[src/rtl/nco_chan_cfg_ctrl.sv]
// nco_chan_cfg_ctrl
//  Configuration sequencer for a bank of CHANNEL_NUM polyphase NCO/mixer channels.
//  Accepts a per-sample phase step over a valid/ready handshake and derives each
//  channel's initial phase (k*step) mod ACC_THRESHOLD plus the shared decimated step
//  (CHANNEL_NUM*step) mod ACC_THRESHOLD by repeated add-with-wrap (no multiplier).
//  The new values are then applied while every channel is held in reset.
//
// Ports
//  clk           system clock
//  srst          asynchronous reset, active-high
//  cfg_step      per-input-sample phase step, legal range 0..ACC_THRESHOLD-1
//  cfg_valid     cfg_step is valid
//  cfg_ready     idle, a request can be accepted
//  cfg_err       1-cycle pulse, out-of-range step dropped
//  cfg_done      1-cycle pulse, new configuration is live
//  step_real     shared step to all channels
//  adr_init_bus  channel k initial phase at [k*STEP_WIDTH +: STEP_WIDTH]
//  chan_srst     synchronous reset to all channels
module nco_chan_cfg_ctrl #(
  parameter int unsigned STEP_WIDTH    = 12,
  parameter int unsigned CHANNEL_NUM   = 8,
  parameter int unsigned ACC_THRESHOLD = 2400,
  parameter int unsigned SRST_CYCLES   = 2
) (
  input  logic                              clk,
  input  logic                              srst,
  input  logic [STEP_WIDTH-1:0]             cfg_step,
  input  logic                              cfg_valid,
  output logic                              cfg_ready,
  output logic                              cfg_err,
  output logic                              cfg_done,
  output logic [STEP_WIDTH-1:0]             step_real,
  output logic [CHANNEL_NUM*STEP_WIDTH-1:0] adr_init_bus,
  output logic                              chan_srst
);

  localparam int unsigned KW = $clog2(CHANNEL_NUM);
  localparam int unsigned CW = (SRST_CYCLES > 1) ? $clog2(SRST_CYCLES) : 1;

  localparam logic [STEP_WIDTH:0] Thr     = (STEP_WIDTH+1)'(ACC_THRESHOLD);
  localparam logic [KW-1:0]       KLast   = KW'(CHANNEL_NUM - 1);
  localparam logic [CW-1:0]       CntLast = CW'(SRST_CYCLES - 1);

  typedef enum logic [1:0] {StIdle, StCalc, StApply} state_e;

  state_e                              state_q, state_d;
  logic [STEP_WIDTH-1:0]               step_q, step_d;
  logic [STEP_WIDTH-1:0]               acc_q, acc_d;
  logic [KW-1:0]                       k_q, k_d;
  logic [CW-1:0]                       cnt_q, cnt_d;
  logic [STEP_WIDTH-1:0]               shadow_q [CHANNEL_NUM];
  logic [STEP_WIDTH-1:0]               shadow_d [CHANNEL_NUM];
  logic                                ready_q, ready_d;
  logic                                err_q, err_d;
  logic                                done_q, done_d;
  logic [STEP_WIDTH-1:0]               step_real_q, step_real_d;
  logic [CHANNEL_NUM*STEP_WIDTH-1:0]   adr_q, adr_d;
  logic                                chan_srst_q, chan_srst_d;

  // One extra bit keeps acc+step from overflowing before the wrap compare.
  logic [STEP_WIDTH:0]                 acc_sum;
  logic [STEP_WIDTH:0]                 acc_wrap_full;
  logic [STEP_WIDTH-1:0]               acc_wrap;
  logic                                step_bad;

  always_comb begin
    acc_sum       = {1'b0, acc_q} + {1'b0, step_q};
    acc_wrap_full = (acc_sum >= Thr) ? (acc_sum - Thr) : acc_sum;
    acc_wrap      = acc_wrap_full[STEP_WIDTH-1:0];
    step_bad      = ({1'b0, cfg_step} >= Thr);
  end

  always_comb begin
    state_d     = state_q;
    step_d      = step_q;
    acc_d       = acc_q;
    k_d         = k_q;
    cnt_d       = cnt_q;
    shadow_d    = shadow_q;
    ready_d     = ready_q;
    err_d       = 1'b0;
    done_d      = 1'b0;
    step_real_d = step_real_q;
    adr_d       = adr_q;
    chan_srst_d = chan_srst_q;

    case (state_q)
      StIdle: begin
        if (cfg_valid) begin
          if (step_bad) begin
            err_d = 1'b1;
          end else begin
            step_d  = cfg_step;
            acc_d   = '0;
            k_d     = '0;
            ready_d = 1'b0;
            state_d = StCalc;
          end
        end
      end
      StCalc: begin
        shadow_d[k_q] = acc_q;
        acc_d         = acc_wrap;
        k_d           = k_q + KW'(1);
        if (k_q == KLast) begin
          // Last slot is written this same edge, so publish from the next-state copy.
          for (int i = 0; i < CHANNEL_NUM; i++) begin
            adr_d[i*STEP_WIDTH +: STEP_WIDTH] = shadow_d[i];
          end
          step_real_d = acc_wrap;
          chan_srst_d = 1'b1;
          cnt_d       = '0;
          state_d     = StApply;
        end
      end
      StApply: begin
        if (cnt_q == CntLast) begin
          chan_srst_d = 1'b0;
          done_d      = 1'b1;
          ready_d     = 1'b1;
          state_d     = StIdle;
        end else begin
          cnt_d = cnt_q + CW'(1);
        end
      end
      default: state_d = StIdle;
    endcase
  end

  always_ff @(posedge clk or posedge srst) begin
    if (srst) begin
      state_q     <= StIdle;
      step_q      <= '0;
      acc_q       <= '0;
      k_q         <= '0;
      cnt_q       <= '0;
      for (int i = 0; i < CHANNEL_NUM; i++) begin
        shadow_q[i] <= '0;
      end
      ready_q     <= 1'b1;
      err_q       <= 1'b0;
      done_q      <= 1'b0;
      step_real_q <= '0;
      adr_q       <= '0;
      chan_srst_q <= 1'b1;
    end else begin
      state_q     <= state_d;
      step_q      <= step_d;
      acc_q       <= acc_d;
      k_q         <= k_d;
      cnt_q       <= cnt_d;
      for (int i = 0; i < CHANNEL_NUM; i++) begin
        shadow_q[i] <= shadow_d[i];
      end
      ready_q     <= ready_d;
      err_q       <= err_d;
      done_q      <= done_d;
      step_real_q <= step_real_d;
      adr_q       <= adr_d;
      chan_srst_q <= chan_srst_d;
    end
  end

  assign cfg_ready    = ready_q;
  assign cfg_err      = err_q;
  assign cfg_done     = done_q;
  assign step_real    = step_real_q;
  assign adr_init_bus = adr_q;
  assign chan_srst    = chan_srst_q;

endmodule
[config.mk]
export PLATFORM = sky130hd
export DESIGN_NAME = nco_chan_cfg_ctrl
export DESIGN_NICKNAME = d
export VERILOG_FILES = /design/src/rtl/nco_chan_cfg_ctrl.sv
export SDC_FILE = /design/constraint.sdc
export NUM_CORES = 1
export LEC_CHECK = 0
export BUFFER_PORTS_ARGS = -buffer_cell sky130_fd_sc_hd__buf_2
export CORE_AREA = 5 5 181 130
export CTS_BUF_LIST = sky130_fd_sc_hd__clkbuf_8 sky130_fd_sc_hd__clkbuf_16
export CTS_CLUSTER_SIZE = 16
export DETAILED_ROUTE_END_ITERATION = 7
export DIE_AREA = 0 0 186 135
export PLACE_DENSITY = 0.69
export SYNTH_ARGS = -nofsm -noshare
export SYNTH_HDL_FRONTEND = slang
export SYNTH_SLANG_ARGS = --single-unit
[constraint.sdc]
create_clock -name clk -period 10 [get_ports clk]
set_input_delay 2 -clock clk [delete_from_list [all_inputs] [get_ports clk]]
set_output_delay 2 -clock clk [all_outputs]
set_load 0.1 [all_outputs]
==> flow_metrics.env <==
export IMPL_status="complete, no violations"
export IMPL_syn_nets=945
export IMPL_fin_ws_ns=6.29
export IMPL_die_y_um=135
export IMPL_setup_tns_ns=0
export IMPL_worstSetupPathType="primary input to asynchronous set/reset pin"
export IMPL_boundaryPins=127
export IMPL_synthCells=914
export IMPL_grt_pass1_vias=6795
export IMPL_hold_class="flip-flop to flip-flop"
export IMPL_period_minus_slack_ns=3.71
export IMPL_path_common_cell="buf_4"
export IMPL_syn_cell_area_um2=10600
export IMPL_async_reset_ff_frac=1.00
export IMPL_slew_violations=0
export IMPL_wl_per_cell_um=18.4
export IMPL_synthFlopType="dfrtp_1"
export IMPL_grt_pass1_wl_um=37900
export IMPL_worstPathRequired_ns=10.55
export IMPL_synth_common_cells="dfrtp_1 (236), nand2_1 (133), o21ai_0 (114)"
export IMPL_cp_slowest_cell="buf_4"
export IMPL_ys_warn_count=0
export IMPL_placedCellCount=1256
export IMPL_end_kind="asynchronous set/reset pin"
export IMPL_crit_family="buffers and inverters"
export IMPL_dieArea_um2=25100
export IMPL_synth_top_area_share=0.556
export IMPL_path_max_fanout=117
export IMPL_n_antenna_cell=0
export IMPL_finClkSkew_ns=0.00716
export IMPL_cp_arrival_ns=4.26
export IMPL_synth_simple_gate_area_share=0.0780
export IMPL_yosysMostFrequentCell="dfrtp_1"
export IMPL_drt_iter0_drc=488
export IMPL_synthXorXnorAreaFrac=0.00966
export IMPL_via_per_inst=5.44
export IMPL_clk_root_buffer_cell="clkbuf_16"
export IMPL_drtPass1Iterations=5
export IMPL_max_slew_margin_rel=0.151
export IMPL_cts_setup_buffers=0
export IMPL_avgSynthCellArea_um2=11.6
export IMPL_numCtsBuffers=24
export IMPL_synth_area_mux_share=0.210
export IMPL_clockBufferDepth=3
export IMPL_antenna_left=0
export IMPL_cts_tree="built"
export IMPL_ys_types=53
export IMPL_path_buf_inv=4
export IMPL_port_buffers=126
export IMPL_synthAdderAreaFrac=0.0196
export IMPL_synth_compound_area_frac=0.0934
export IMPL_grt_util_all_layers=0.189
export IMPL_syn2layout_area_growth_pct=15.4
export IMPL_drive_above_1_share=0.301
export IMPL_start_util=0.494
export IMPL_period_share=0.371
export IMPL_antenna_found_initial=0
export IMPL_ctsHoldBuffers=0
export IMPL_crit_path_start_kind="primary input"
export IMPL_routabilityCongestion=0.850
export IMPL_wl_um=23900
export IMPL_holdWs_ns=0.473
export IMPL_final_setup_viol_count=0
export IMPL_dp_hpwl_um=15700
export IMPL_clock_latency_ns=0.51
export IMPL_drcViolationCount=0
export IMPL_final_cells=1300
export IMPL_cts_max_level=1
export IMPL_cts_clk_slew_worst_paths_ns=0.06
export IMPL_synth_top_area_cell="dfrtp_1"
export IMPL_ys_seq_area_frac=0.561
export IMPL_rsz0062_at_grt="false"
export IMPL_ys_ff_latch=238
export IMPL_final_hold_viol_count=0
export IMPL_cp_slowest_stage_delay_ns=0.74
export IMPL_crit_chain="buf_2, inv_8, buf_4, buf_4"
export IMPL_grt_max_degree=129
export IMPL_post_place_ws_ns=5.62
export IMPL_grt_ovfl_total=0
export IMPL_cts_resized=0
export IMPL_die_x_um=186
export IMPL_fp_row_count=45
export IMPL_worstMarginPinSlew_ns=1.27
export IMPL_maxCapViolCount=0
export IMPL_synth_edff_count=0
export IMPL_cts_sinks=238
export IMPL_nets=1031
export IMPL_ys_top_cells_by_area="dfrtp_1 (56%), mux2_2 (12%), mux2i_1 (9.2%), o21ai_0 (5.4%), nand2_1 (4.7%)"
export IMPL_via_count=7074
export IMPL_core_um2=21500
export IMPL_max_freq_mhz=270
export IMPL_synth_top_family_by_area="multiplexers"
==> logic make-up after synthesis <==
family,after synthesis
xor+xnor,10
compound gates,172
mux,209
simple gates,190
flops,238
fa+ha+maj,16
buf+inv,79
==> cells in the final DEF, fill, tap and decap left out, types with 3 or more instances in the layout <==
cell type / count
nor2_1: 19
a21oi_1: 13
o21a_1: 3
o21ai_0: 114
a22o_1: 4
mux2i_1: 98
o211ai_1: 5
nor3b_2: 3
nand2_1: 132
clkbuf_16: 25
ha_1: 15
dfrtp_1: 236
mux2_2: 110
nand3b_1: 7
nand3_1: 7
nor2b_1: 3
a31oi_1: 5
bufinv_16: 3
buf_4: 8
clkinv_2: 3
nand2b_1: 3
xnor2_1: 4
inv_1: 11
clkbuf_8: 5
o21ai_1: 8
o21ai_2: 3
buf_2: 126
xor2_1: 4
==> stage by stage <==
stage	area, um^2	util
3_3_place_gp	11400	0.531
4_1_cts	12300	0.570
5_1_grt	12300	0.570
3_5_place_dp	11400	0.531
2_1_floorplan	10600	-
6_report	12300	0.570
==> state kept, by name (all words and copies together), names as in the netlist <==
register and flops:
step_q 12, step_real 12, k_q 3, shadow_q 96, state_q 2, chan_srst 1
cfg_err 1, adr_init_bus 96, acc_q 12, cfg_ready 1, cfg_done 1, cnt_q 1
==> worst register-to-register path, cell delays in order, from the launching register on <==
cell       delay (ns)
dfrtp_1          0.66
ha_1             0.37
fa_1             0.42
a211oi_2         0.35
o21ai_2          0.18
xor2_2           0.26
ha_1             0.27
o21ai_0          0.20
a2111oi_0        0.48
a221o_1          0.23
o21ai_1          0.09
==> worst paths after layout <==
| kind | start | cells past startpoint | slack [ns] | end |
|---|---|---|---|---|
| max in group clk | acc_q[0]$_DFFE_PP0P_ | 10 | 6.34 | step_real[7]$_DFFE_PP0P_ |
| max | srst | 4 | 6.29 | adr_init_bus[83]$_DFFE_PP0P_ |
| min in group asynchronous | srst | 2 | 1.66 | cfg_done$_DFF_PP0_ |
| min reg2reg | adr_init_bus[63]$_DFFE_PP0P_ | 2 | 0.47 | adr_init_bus[63]$_DFFE_PP0P_ |
| max reg2reg | acc_q[0]$_DFFE_PP0P_ | 10 | 6.34 | step_real[7]$_DFFE_PP0P_ |
| min | adr_init_bus[63]$_DFFE_PP0P_ | 2 | 0.47 | adr_init_bus[63]$_DFFE_PP0P_ |
==> cell type report <==
class | instances | area [um^2]
timing repair buffer | 134 | 691
clock inverter | 14 | 143
multi-input combinational | 597 | 4390
clock buffer | 30 | 694
sequential | 238 | 5960
inverter | 5 | 26.3
tap | 282 | 353
fill | 1841 | 9250
==> layer usage <==
metal,share of wire,wire [um],vias to the layer above,global-route usage
met3,0.049,1160,26,0.0302
met5,0,0,-,0
met4,0.014,334,0,0.0287
li1,-,-,3361,-
met1,0.52,12500,3525,0.312
met2,0.42,9930,162,0.265
Power is left out: the tool's default activity adds up to more than one toggle a clock period on the data nets, which glitch-free logic cannot reach.
